<file path="src/rtl/add_sub_lanes_if.sv">
// add_sub_lanes_if: handshake and data bundle between a producer/consumer and the add_sub_lanes pipeline
interface add_sub_lanes_if #(
    parameter int WIDTH = 8,
    parameter int LANES = 4
);
    logic                   in_valid;
    logic                   in_ready;
    logic [LANES*WIDTH-1:0] a;
    logic [LANES*WIDTH-1:0] b;
    logic                   sub;
    logic                   is_signed;
    logic                   out_valid;
    logic                   out_ready;
    logic [LANES*WIDTH-1:0] result;
    logic [LANES-1:0]       carry_or_borrow;
    logic [LANES-1:0]       overflow;
    logic                   busy;

    modport master (
        output in_valid, a, b, sub, is_signed, out_ready,
        input  in_ready, out_valid, result, carry_or_borrow, overflow, busy
    );

    modport slave (
        input  in_valid, a, b, sub, is_signed, out_ready,
        output in_ready, out_valid, result, carry_or_borrow, overflow, busy
    );
endinterface

</file>
<file path="src/rtl/add_sub_lanes.sv">
// add_sub_lanes: two-stage elastic multi-lane add/subtract with per-lane carry/borrow and overflow; define ADD_SUB_SAT_EN for saturating results
module add_sub_lanes #(
    parameter int WIDTH = 8,
    parameter int LANES = 4
) (
    input logic            clk,
    input logic            rst,
    add_sub_lanes_if.slave bus
);
    localparam int LW = LANES * WIDTH;

    logic            v1_q, v2_q;
    logic [LW-1:0]   a1_q, b1_q;
    logic            sub1_q, sgn1_q;
    logic [LW-1:0]   res_d, res_q;
    logic [LANES-1:0] cb_d, cb_q, ov_d, ov_q;
    logic            rdy1, rdy2;

    assign rdy2 = !v2_q || bus.out_ready;
    assign rdy1 = !v1_q || rdy2;

    assign bus.in_ready        = rdy1;
    assign bus.out_valid       = v2_q;
    assign bus.result          = res_q;
    assign bus.carry_or_borrow = cb_q;
    assign bus.overflow        = ov_q;
    assign bus.busy            = v1_q || v2_q;

    for (genvar i = 0; i < LANES; i++) begin : g_lane
        logic [WIDTH-1:0] la, lbx, raw;
        logic [WIDTH:0]   s;
        logic             cb, sov;
        assign la  = a1_q[i*WIDTH +: WIDTH];
        assign lbx = sub1_q ? ~b1_q[i*WIDTH +: WIDTH] : b1_q[i*WIDTH +: WIDTH];
        assign s   = {1'b0, la} + {1'b0, lbx} + {{WIDTH{1'b0}}, sub1_q};
        assign raw = s[WIDTH-1:0];
        // subtraction reports borrow, which is the inverted carry of a + ~b + 1
        assign cb  = s[WIDTH] ^ sub1_q;
        // overflow direction always follows the sign of a, which the saturation value reuses
        assign sov = (la[WIDTH-1] == lbx[WIDTH-1]) && (raw[WIDTH-1] != la[WIDTH-1]);
        assign cb_d[i] = cb;
        assign ov_d[i] = sgn1_q ? sov : cb;
`ifdef ADD_SUB_SAT_EN
        logic [WIDTH-1:0] sat;
        assign sat = sgn1_q ? (la[WIDTH-1] ? {1'b1, {(WIDTH-1){1'b0}}} : {1'b0, {(WIDTH-1){1'b1}}})
                            : {WIDTH{!sub1_q}};
        assign res_d[i*WIDTH +: WIDTH] = ov_d[i] ? sat : raw;
`else
        assign res_d[i*WIDTH +: WIDTH] = raw;
`endif
    end

    // S1: capture operands and op whenever the stage is free or draining
    always_ff @(posedge clk or posedge rst) begin
        if (rst) begin
            v1_q   <= 1'b0;
            a1_q   <= '0;
            b1_q   <= '0;
            sub1_q <= 1'b0;
            sgn1_q <= 1'b0;
        end else if (rdy1) begin
            v1_q <= bus.in_valid;
            if (bus.in_valid) begin
                a1_q   <= bus.a;
                b1_q   <= bus.b;
                sub1_q <= bus.sub;
                sgn1_q <= bus.is_signed;
            end
        end
    end

    // S2: register results and flags; held stable while the consumer stalls
    always_ff @(posedge clk or posedge rst) begin
        if (rst) begin
            v2_q  <= 1'b0;
            res_q <= '0;
            cb_q  <= '0;
            ov_q  <= '0;
        end else if (rdy2) begin
            v2_q <= v1_q;
            if (v1_q) begin
                res_q <= res_d;
                cb_q  <= cb_d;
                ov_q  <= ov_d;
            end
        end
    end
endmodule

</file>
<file path="src/flat_wrapper.sv">
// flat-port wrapper written by rule: the top's interface ports become plain ports
module add_sub_lanes_flat 
#(
    parameter int WIDTH = 8,
    parameter int LANES = 4
)
  (clk, rst, bus_in_valid, bus_a, bus_b, bus_sub, bus_is_signed, bus_out_ready, bus_in_ready, bus_out_valid, bus_result, bus_carry_or_borrow, bus_overflow, bus_busy);
  add_sub_lanes_if #(.WIDTH(WIDTH), .LANES(LANES)) bus_i ();
  input logic clk;
  input logic rst;
  input wire logic [$bits(bus_i.in_valid)-1:0] bus_in_valid;
  input wire logic [$bits(bus_i.a)-1:0] bus_a;
  input wire logic [$bits(bus_i.b)-1:0] bus_b;
  input wire logic [$bits(bus_i.sub)-1:0] bus_sub;
  input wire logic [$bits(bus_i.is_signed)-1:0] bus_is_signed;
  input wire logic [$bits(bus_i.out_ready)-1:0] bus_out_ready;
  output wire logic [$bits(bus_i.in_ready)-1:0] bus_in_ready;
  output wire logic [$bits(bus_i.out_valid)-1:0] bus_out_valid;
  output wire logic [$bits(bus_i.result)-1:0] bus_result;
  output wire logic [$bits(bus_i.carry_or_borrow)-1:0] bus_carry_or_borrow;
  output wire logic [$bits(bus_i.overflow)-1:0] bus_overflow;
  output wire logic [$bits(bus_i.busy)-1:0] bus_busy;
  assign bus_i.in_valid = bus_in_valid;
  assign bus_i.a = bus_a;
  assign bus_i.b = bus_b;
  assign bus_i.sub = bus_sub;
  assign bus_i.is_signed = bus_is_signed;
  assign bus_i.out_ready = bus_out_ready;
  assign bus_in_ready = bus_i.in_ready;
  assign bus_out_valid = bus_i.out_valid;
  assign bus_result = bus_i.result;
  assign bus_carry_or_borrow = bus_i.carry_or_borrow;
  assign bus_overflow = bus_i.overflow;
  assign bus_busy = bus_i.busy;
  add_sub_lanes #(.WIDTH(WIDTH), .LANES(LANES)) u_core (.clk(clk), .rst(rst), .bus(bus_i));
endmodule
</file>
<file path="config.mk">
export PLATFORM = sky130hd
export DESIGN_NAME = add_sub_lanes_flat
export DESIGN_NICKNAME = d
export VERILOG_FILES = /design/src/rtl/add_sub_lanes_if.sv /design/src/rtl/add_sub_lanes.sv /design/src/flat_wrapper.sv
export SDC_FILE = /design/constraint.sdc
export NUM_CORES = 1
export LEC_CHECK = 0
export CORE_UTILIZATION = 56
export CTS_CLUSTER_SIZE = 16
export DETAILED_ROUTE_END_ITERATION = 6
export GPL_TIMING_DRIVEN = 1
export PLACE_DENSITY = 0.95
export SYNTH_ARGS = -nofsm -noshare
export SYNTH_HDL_FRONTEND = slang
export SYNTH_SLANG_ARGS = --single-unit
</file>
<file path="constraint.sdc">
create_clock -name clk -period 7.7 [get_ports clk]
set_clock_uncertainty 0.15 [all_clocks]
set_input_delay 1.54 -clock clk [delete_from_list [all_inputs] [get_ports clk]]
set_output_delay 1.54 -clock clk [all_outputs]
set_load 0.02 [all_outputs]
</file>
==> results of run 1 <==
## final timing paths
| kind | startpoint | to | slack [ns] | cells past startpoint |
|---|---|---|---|---|
| max reg2reg | u_core.sub1_q$_DFFE_PP0P_ | u_core.bus.overflow[2]$_DFFE_PP0P_ | 4.51 | 9 |
| max | bus_out_ready | bus_in_ready | 3.15 | 3 |
| min reg2reg | u_core.bus.result[1]$_DFFE_PP0P_ | u_core.bus.result[1]$_DFFE_PP0P_ | 0.34 | 2 |
| max in group asynchronous | rst | u_core.a1_q[21]$_DFFE_PP0P_ | 4.78 | 3 |
| min in group asynchronous | rst | u_core.a1_q[1]$_DFFE_PP0P_ | 1.37 | 2 |
| min | u_core.bus.result[1]$_DFFE_PP0P_ | u_core.bus.result[1]$_DFFE_PP0P_ | 0.34 | 2 |
## worst register-to-register path, delay by kind of cell (launching register included)
family	cells	cell delay, ns
buf+inv	2	0.61
flops	1	0.61
xor+xnor	2	0.38
fa+ha+maj	1	0.44
simple gates	1	0.19
compound gates	3	0.71
## placed cells by master (no fill, tap or decap), types with 9 or more instances in the layout
master	count
xor2_1	40
nor3_1	11
nor2_1	13
o21a_1	14
xnor2_1	13
o21ai_0	38
dfrtp_1	107
mux2_2	68
a21oi_1	11
clkdlybuf4s50_1	112
nand2_1	38
clkbuf_8	9
ha_1	32
inv_1	9
## flip-flops by register name, summed over array words and instances (netlist names)
register                    count
u_core.a1_q                    32
u_core.bus.overflow             4
u_core.bus.out_valid            1
u_core.sgn1_q                   1
u_core.sub1_q                   1
u_core.v1_q                     1
u_core.bus.result              32
u_core.bus.carry_or_borrow      4
u_core.b1_q                    32
## cell type report
type | instances | area share (%)
Sequential cell | 108 | 37.52
Clock buffer | 12 | 1.875
Clock inverter | 4 | 1.024
Tap cell | 133 | 2.309
Timing Repair Buffer | 116 | 15.97
Multi-Input combinational cell | 361 | 40.75
Inverter | 10 | 0.5556
## power by group through the flow
stage          logic (W)  clock network, W  registers [W]
6_report         0.00109          0.000372       0.000829
5_1_grt          0.00120          0.000397       0.000846
4_1_cts          0.00109          0.000377       0.000829
3_5_place_dp     0.00109                 0       0.000840
3_3_place_gp     0.00103                 0       0.000827
2_1_floorplan   0.000601                 0       0.000928
## per-layer routing
metal  wire length [µm]  part of all wire, %  track usage, %  vias to the layer above
met3                488                  3.9           3.360                       23
li1                   -                    -               -                     1972
met4                317                  2.6           11.70                        0
met5                  0                    0               0                        -
met2               6592                   53           44.98                      115
met1               4990                   40           29.05                     2069
## metrics by stage
step	setup slack, ns	total power, W	hold slack [ns]	cell area (µm²)
after floorplan	3.164	0.001528	0.3336	5767
after global placement	3.239	0.001859	0.3110	6998
after detailed placement	3.170	0.001925	0.3251	6998
after CTS	3.165	0.002298	0.3458	7207
after global routing	3.114	0.002440	0.3703	7207
final	3.149	0.002290	0.3419	7207
## cells by family (layout without fill, tap and decap cells)
group                      count (synthesis)  after routing  share of synthesized area [%]
adders and majority gates                 36             36                          8.332
buffers and inverters                     31            142                          2.300
DFF                                      108            108                          46.86
and+or+nand+nor                           95             95                          7.985
AOI/OAI and AO/OA                        101            101                          11.72
muxes                                     76             76                          14.75
xor gates and xnor gates                  53             53                          8.050
==> flow_metrics.tcl, run 1 <==
set metrics [dict create \
    status "completed" \
    nFillCells 635 \
    setup_viol 0 \
    synth-edff-count 0 \
    hpwl_mm 9.019 \
    yosysSeqAreaShare_pct 46.86 \
    crit_buf_inv 2 \
    synth_area_mm2 0.005767 \
    seq_area_mm2 0.002704 \
    multi_input_area_mm2 0.002937 \
    postCtsHoldBufs 0 \
    fmax_mhz 219.7 \
    sequentialPowerShare_pct 36.2 \
    critPathLaunchType "input port" \
    max_slew.worst_pin.slew_ns 0.8845 \
    synthCells 500 \
    synthTopCellsByArea "dfrtp_1, mux2_2, ha_1" \
    ios 113 \
    crit_chain "clkdlybuf4s50_1 -> nand3b_1 -> clkdlybuf4s50_1" \
    drcViolationCount 0 \
    port_buffers 112 \
    fin_crit_sh_pct 59.10 \
    finalWirelength_mm 12.39 \
    fp.dieW_um 103.5 \
    netlist.area_leader.share_pct 46.86 \
    slowest_delay_ns 0.63 \
    cts_inserted_buffers 9 \
    synth.net_count 606 \
    rows 36 \
    crit_required_ns 6.01 \
    track_usage_pct 24.81 \
    first_pass_iters 5 \
    viasPerCell 5.617 \
    leakagePower_nw 3.088 \
    drt_iter0_markers 141 \
    root_buffer "clkbuf_8" \
    slew_viol_final 0 \
    yosysWarnings 0 \
    fin_nets 712 \
    gp_congestion 0.9187 \
    diodes 0 \
    final_cell_count_no_fill 744 \
    synth_ff_type "dfrtp_1" \
    yosys-top-cells-count "dfrtp_1, mux2_2, nand2_1, xor2_1, o21ai_0" \
    h-tree-depth 3 \
    synth-seq-cells 108 \
    grt_pass1_wl_mm 20.21 \
    yosysMostFrequentCell "dfrtp_1" \
    final_util_pct 73.06 \
    overflow 0 \
    clockPowerShare_pct 16.3 \
    clock_latency_ns 0.37 \
    final.setup.tns_ns 0 \
    power_switching_w 0.0008586 \
    rsz0062_at_grt "no" \
    grt_pass1_vias 4444 \
    grt_max_degree 76 \
    sw_frac_of_total_pct 37.49 \
    period_minus_slack_ns 4.551 \
    async_flop_share_pct 100.0 \
    dieArea_mm2 0.01071 \
    core_mm2 0.009864 \
    relSlewSlack_pct 41.03 \
    synth.avg_cell_area_um2 11.53 \
    drive_gt1_share_pct 15.71 \
    dp.cells 728 \
    cts_tree "yes" \
    routedWlPerCell_um 16.65 \
    max-cap-violations 0 \
    final_antenna_net_count 0 \
    die_y_um 103.5 \
    ctsResizeCount 0 \
    yosysUniqueCellTypes 50 \
    critPathKind "in2out" \
    critPathSlowestCell "clkdlybuf4s50_1" \
    cp_common_cell "clkdlybuf4s50_1" \
    crit_path_end_kind "output port" \
    clk_pin_slew_worst_paths_ns 0.09 \
    hold_violations 0 \
    hold_path_class "reg2reg" \
    crit_family "buffers and inverters" \
    p_int_w 0.001432 \
    area_growth_syn_to_layout_pct 24.97 \
    cts.sinks 108 \
    path_max_fanout 3 \
    via_count 4179 \
    cp_data_arrival_time_ns 2.86 \
    start_util_pct 58.46 \
    synth_top_area_cell "dfrtp_1" \
    power_density_mw_per_mm2 317.8 \
    antenna_found_initial 0 \
    clockBufferDepth 2 \
    post_cts_buffers 0 \
    ir_worst_vdd_v 0.0001573 \
    pwr-share-comb_pct 47.6 \
]
Power figures use the tool's default switching activity.
==> inputs of run 2 (changes only) <==
--- a/config.mk
+++ b/config.mk
@@ -5,11 +5,11 @@
 export SDC_FILE = /design/constraint.sdc
 export NUM_CORES = 1
 export LEC_CHECK = 0
-export CORE_UTILIZATION = 56
+export CORE_UTILIZATION = 52
 export CTS_CLUSTER_SIZE = 16
 export DETAILED_ROUTE_END_ITERATION = 6
 export GPL_TIMING_DRIVEN = 1
-export PLACE_DENSITY = 0.95
+export PLACE_DENSITY = 0.89
 export SYNTH_ARGS = -nofsm -noshare
 export SYNTH_HDL_FRONTEND = slang
 export SYNTH_SLANG_ARGS = --single-unit
==> constraint.sdc (replaced) <==
create_clock -name clk -period 4.5 [get_ports clk]
set_clock_uncertainty 0.15 [all_clocks]
set_input_delay 0.9 -clock clk [delete_from_list [all_inputs] [get_ports clk]]
set_output_delay 0.9 -clock clk [all_outputs]
set_load 0.02 [all_outputs]
==> run 2 against run 1 <==
Compared with the run above: largest cell class unchanged; routed wire length fell by 4.8%; final cell count up 1.1%; critical path type unchanged; sequential share of layout area fell by 0.072 points; utilization is 6.5 points lower; clock power rose by 57%.
==> flow_metrics.tcl, run 2 (synthesis results as in run 1) <==
set metrics [dict create \
    final_common_cell "clkdlybuf4s50_1" \
    fmax_mhz 311.4 \
    viasPerCell 5.475 \
    status "completed" \
    grt_max_degree 67 \
    area_growth_syn_to_layout_pct 25.21 \
    via_count 4117 \
    cp_common_cell "clkdlybuf4s50_1" \
    crit_required_ns 3.45 \
    crit_chain "clkdlybuf4s50_1 -> nand3b_1 -> clkdlybuf4s50_1" \
    fp.dieW_um 107.3 \
    critPathLaunchType "input port" \
    final_cell_mix "clkdlybuf4s50_1, dfrtp_1, mux2_2" \
    postCtsHoldBufs 0 \
    fin_nets 713 \
    final_antenna_net_count 0 \
    setup_viol 0 \
    gp_congestion 0.8499 \
    drt_iter0_markers 157 \
    max_slew.worst_pin.slew_ns 0.8532 \
    clock_latency_ns 0.37 \
    h-tree-depth 3 \
    start_util_pct 53.20 \
    cts.sinks 108 \
    hold_path_class "reg2reg" \
    ios 113 \
    ir_worst_vdd_v 0.0003330 \
    power_density_mw_per_mm2 533.6 \
    grt_pass1_vias 4319 \
    hold_violations 0 \
    final_cell_count_no_fill 752 \
    port_buffers 112 \
    track_usage_pct 22.39 \
    hpwl_mm 8.739 \
    routedWlPerCell_um 15.68 \
    leakagePower_nw 3.092 \
    rsz0062_at_grt "no" \
    dp.cells 736 \
    finalWirelength_mm 11.79 \
    final.setup.tns_ns 0 \
    first_pass_iters 4 \
    drive_gt1_share_pct 16.18 \
    cp_data_arrival_time_ns 2.16 \
    core_mm2 0.01084 \
    diodes 0 \
    critPathSlowestCell "clkdlybuf4s50_1" \
    overflow 0 \
    fin_crit_sh_pct 71.35 \
    dieArea_mm2 0.01152 \
    clk_pin_slew_worst_paths_ns 0.08 \
    antenna_found_initial 0 \
    grt_pass1_wl_mm 20.04 \
    path_max_fanout 3 \
    slowest_delay_ns 0.63 \
    post_cts_buffers 0 \
    max-cap-violations 0 \
    ctsResizeCount 0 \
    clockBufferDepth 2 \
    relSlewSlack_pct 43.12 \
    period_minus_slack_ns 3.211 \
    crit_path_end_kind "output port" \
    rows 38 \
    cts_inserted_buffers 9 \
    critPathKind "in2out" \
    drcViolationCount 0 \
    root_buffer "clkbuf_8" \
    slew_viol_final 0 \
    die_y_um 107.3 \
    cts_tree "yes" \
]
-- run 2: changes by cell type in the layout (fill, tap and decap cells not counted), sizes merged --
cell / delta
bufinv: -1
clkinvlp: +1
clkbuf: -1
buf: +1
clkinv: +1
-- run 2: per-layer routing --
layer | wire [µm] | global-route usage, % | part of all wire, % | vias to the layer above
met5 | 0 | 0 | 0 | -
met2 | 6101 | 39.26 | 52 | 101
met1 | 4898 | 26.50 | 42 | 2011
met3 | 456 | 4.600 | 3.9 | 29
met4 | 337 | 9.883 | 2.9 | 0
li1 | - | - | - | 1976
-- run 2: metrics by stage --
| step | power, W | instance area, µm² | hold slack (ns) | worst slack [ns] | util, % |
|---|---|---|---|---|---|
| after floorplan | 0.002615 | 5767 | 0.3336 | 0.6044 | - |
| after global placement | 0.003197 | 7027 | 0.3128 | 1.314 | 64.82 |
| after detailed placement | 0.003283 | 7027 | 0.3198 | 1.296 | 64.82 |
| after CTS | 0.003879 | 7221 | 0.3393 | 1.290 | 66.61 |
| after global routing | 0.004118 | 7221 | 0.3710 | 1.231 | 66.61 |
| final | 0.003853 | 7221 | 0.3291 | 1.289 | 66.61 |
-- run 2: report_power, final --
group / switching [W] / internal (W) / total [W]
sequential: 0.000196 / 0.00123 / 0.00142
clock: 0.000313 / 0.000270 / 0.000583
combinational: 0.000936 / 0.000909 / 0.00185
-- run 2: worst paths after layout --
path | from | end | slack, ns | cells past startpoint
worst max register to register | u_core.sub1_q$_DFFE_PP0P_ | u_core.bus.overflow[2]$_DFFE_PP0P_ | 1.50 | 9
worst min-delay path | u_core.bus.result[24]$_DFFE_PP0P_ | u_core.bus.result[24]$_DFFE_PP0P_ | 0.33 | 2
max in group asynchronous | rst | u_core.b1_q[27]$_DFFE_PP0P_ | 2.64 | 3
min in group asynchronous | rst | u_core.a1_q[5]$_DFFE_PP0P_ | 0.81 | 2
worst max-delay path | bus_out_ready | bus_in_ready | 1.29 | 3
worst min register to register | u_core.bus.result[24]$_DFFE_PP0P_ | u_core.bus.result[24]$_DFFE_PP0P_ | 0.33 | 2
-- run 2: final cells by class --
| cell class | instances | area, µm² |
|---|---|---|
| clock inverters | 5 | 52.55 |
| multi-input cells | 361 | 2937 |
| inverters | 10 | 40.04 |
| clock buffers | 11 | 141.4 |
| repair buffers | 117 | 1171 |
| flip-flops and latches | 108 | 2704 |
| fillers | 827 | 3620 |
| well taps | 140 | 175.2 |
-- run 2: worst max-delay path: cells and delay by family --
family / cells / cell delay, ns
buffers and inverters: 2 / 1.10
AND/OR/NAND/NOR: 1 / 0.16
==> inputs of run 3 (changes only) <==
--- a/config.mk
+++ b/config.mk
@@ -5,11 +5,11 @@
 export SDC_FILE = /design/constraint.sdc
 export NUM_CORES = 1
 export LEC_CHECK = 0
-export CORE_UTILIZATION = 52
+export CORE_UTILIZATION = 47
 export CTS_CLUSTER_SIZE = 16
 export DETAILED_ROUTE_END_ITERATION = 6
 export GPL_TIMING_DRIVEN = 1
-export PLACE_DENSITY = 0.89
+export PLACE_DENSITY = 0.86
 export SYNTH_ARGS = -nofsm -noshare
 export SYNTH_HDL_FRONTEND = slang
 export SYNTH_SLANG_ARGS = --single-unit
==> constraint.sdc (replaced) <==
create_clock -name clk -period 2.85 [get_ports clk]
set_clock_uncertainty 0.15 [all_clocks]
set_input_delay 0.57 -clock clk [delete_from_list [all_inputs] [get_ports clk]]
set_output_delay 0.57 -clock clk [all_outputs]
set_load 0.02 [all_outputs]
==> run 3 against run 2 <==
Compared with the run above: combinational power is 61% higher; setup slack worse by 1.1 ns; via count is 1.2% higher; highest routed layer unchanged; clock power is 120% higher; worst hold slack worse by 0.0020 ns; register-to-register slack worse by 1.3 ns; final cell count is 1.9% higher; routed wire length is 4.9% higher; utilization is 4.3 points lower; critical endpoint is now u_core.bus.overflow[0]$_DFFE_PP0P_.
==> flow_metrics.tcl, run 3 (synthesis results as in run 1) <==
set metrics [dict create \
    status "completed" \
    diodes 0 \
    placed_area_mm2 0.007122 \
    cp_common_cell "a221o_1" \
    relSlewSlack_pct 55.84 \
    dieArea_mm2 0.01272 \
    reg2reg_slack_ns 0.16 \
    hpwl_mm 9.121 \
    grt_pass1_vias 4360 \
    crit_cells 8 \
    crit_buf_inv 1 \
    ios 113 \
    via_count 4167 \
    h-tree-depth 3 \
    slew_viol_final 0 \
    r2r-end "u_core.bus.overflow[0]$_DFFE_PP0P_" \
    root_buffer "clkbuf_16" \
    critPathLaunch "u_core.sub1_q$_DFFE_PP0P_" \
    path_max_fanout 6 \
    r2r_cells 8 \
    hold_path_class "reg2reg" \
    critPathSlowestCell "dfrtp_2" \
    cts_tree "yes" \
    clock_latency_ns 0.34 \
    fmax_mhz 371.1 \
    ir_worst_vdd_v 0.0004884 \
    route.layer.met1.wl_mm 5.204 \
    die_y_um 112.8 \
    leakagePower_nw 3.195 \
    power_density_mw_per_mm2 867.0 \
    final_cell_mix "clkdlybuf4s50_1, dfrtp_1, mux2_2" \
    final.setup.tns_ns 0 \
    viasPerCell 5.440 \
    area_growth_syn_to_layout_pct 29.29 \
    final_common_cell "clkdlybuf4s50_1" \
    start_util_pct 48.21 \
    overflow 0 \
    core_mm2 0.01196 \
    critPathKind "reg2reg" \
    max_slew.worst_pin.slew_ns 0.6610 \
    nFillCells 952 \
    final_cell_count_no_fill 766 \
    cp_data_arrival_time_ns 2.77 \
    cp-endpoint "u_core.bus.overflow[0]$_DFFE_PP0P_" \
    grt_pass1_wl_mm 20.69 \
    seq_area_mm2 0.002704 \
    drive_gt1_share_pct 17.12 \
    holdWs_ns 0.3271 \
    fp.dieW_um 112.8 \
    slowest_delay_ns 0.46 \
    crit_family "compound AO/OA/AOI/OAI gates" \
    crit_required_ns 2.93 \
    final_util_pct 62.33 \
    clockBufferDepth 2 \
    rows 40 \
    hold_violations 0 \
    period_minus_slack_ns 2.695 \
    postCtsHoldBufs 0 \
    drcViolationCount 0 \
    setup_viol 0 \
    cts_inserted_buffers 9 \
    fin_nets 720 \
    routedWlPerCell_um 16.16 \
    finalWirelength_mm 12.38 \
    wl_met2_mm 6.320 \
    final_antenna_net_count 0 \
    grt_max_degree 67 \
    wl_met3_um 516 \
    max-cap-violations 0 \
    rsz0062_at_grt "no" \
    crit_chain "buf_4 -> xor2_1 -> ha_1 -> and2_1 -> a221o_1 -> a31oi_4 -> mux2_4 -> a221o_1" \
    track_usage_pct 20.75 \
    antenna_found_initial 0 \
    clk_pin_slew_worst_paths_ns 0.07 \
    r2r-start "u_core.sub1_q$_DFFE_PP0P_" \
    fin_area_mm2 0.007456 \
    drt_iter0_markers 195 \
    first_pass_iters 4 \
    fin_crit_sh_pct 94.56 \
    highest_layer "met4" \
    crit_path_end_kind "flip-flop" \
    gp_congestion 0.8102 \
    dp.cells 746 \
    cts.sinks 108 \
    port_buffers 112 \
    multi_input_area_mm2 0.002937 \
    critPathLaunchType "flip-flop" \
]
==> run 3: cell types whose count changed in the layout (fill, tap and decap cells not counted), sizes merged <==
| cell | change |
|---|---|
| buf | +7 |
| clkbuf | +1 |
| clkinv | -1 |
| clkinvlp | +1 |
| inv | -1 |
==> run 3: worst min-delay path by stage <==
stage | from | end | slack (ns) | cells past startpoint
2_1_floorplan | u_core.a1_q[18]$_DFFE_PP0P_ | u_core.a1_q[18]$_DFFE_PP0P_ | 0.33 | 1
3_3_place_gp | u_core.bus.result[0]$_DFFE_PP0P_ | u_core.bus.result[0]$_DFFE_PP0P_ | 0.31 | 2
3_5_place_dp | u_core.bus.result[30]$_DFFE_PP0P_ | u_core.bus.result[30]$_DFFE_PP0P_ | 0.32 | 2
4_1_cts | u_core.bus.result[30]$_DFFE_PP0P_ | u_core.bus.result[30]$_DFFE_PP0P_ | 0.33 | 2
5_1_grt | u_core.bus.result[28]$_DFFE_PP0P_ | u_core.bus.result[28]$_DFFE_PP0P_ | 0.36 | 1
6_report | u_core.bus.result[30]$_DFFE_PP0P_ | u_core.bus.result[30]$_DFFE_PP0P_ | 0.33 | 2
==> run 3: power breakdown <==
| group | leakage (nW) | internal [W] | switching (W) |
|---|---|---|---|
| Combinational | 1.77 | 0.00147 | 0.00150 |
| Clock | 0.149 | 0.000727 | 0.000533 |
| Sequential | 1.28 | 0.00194 | 0.000297 |
| Total | 3.20 | 0.00414 | 0.00233 |
==> run 3: repair_timing <==
item,CTS,global route
gates resized for setup,0,1
setup buffers,0,4
setup endpoints to repair,0,4
==> run 3: metrics by stage <==
step | setup WS [ns] | power [W]
global route | 0.08241 | 0.006871
detailed placement | 0.1112 | 0.005210
global placement | 0.2978 | 0.005073
CTS | 0.09144 | 0.006503
finish | 0.1551 | 0.006464
floorplan | 0.01659 | 0.004134
==> run 3: layout make-up <==
| cell class | count | share of cell area (%) |
|---|---|---|
| Timing Repair Buffer | 124 | 17.25 |
| Tap cell | 147 | 2.467 |
| Clock inverter | 4 | 0.6377 |
| Multi-Input combinational cell | 361 | 39.39 |
| Clock buffer | 12 | 3.440 |
| Sequential cell | 108 | 36.26 |
| Inverter | 10 | 0.5538 |
==> run 3: per-layer routing <==
layer / global-route usage (%) / vias to the layer above
met4: 8.000 / 0
met5: 0 / -
met2: 36.54 / 106
met1: 24.43 / 2049
li1: - / 1984
met3: 5.142 / 28
==> run 3: worst register-to-register path, stage by stage (launching register included) <==
cell and delay, ns:
dfrtp_2 0.46, buf_4 0.16, xor2_1 0.16, ha_1 0.34, and2_1 0.22, a221o_1 0.34, a31oi_4 0.18, mux2_4 0.31
a221o_1 0.25
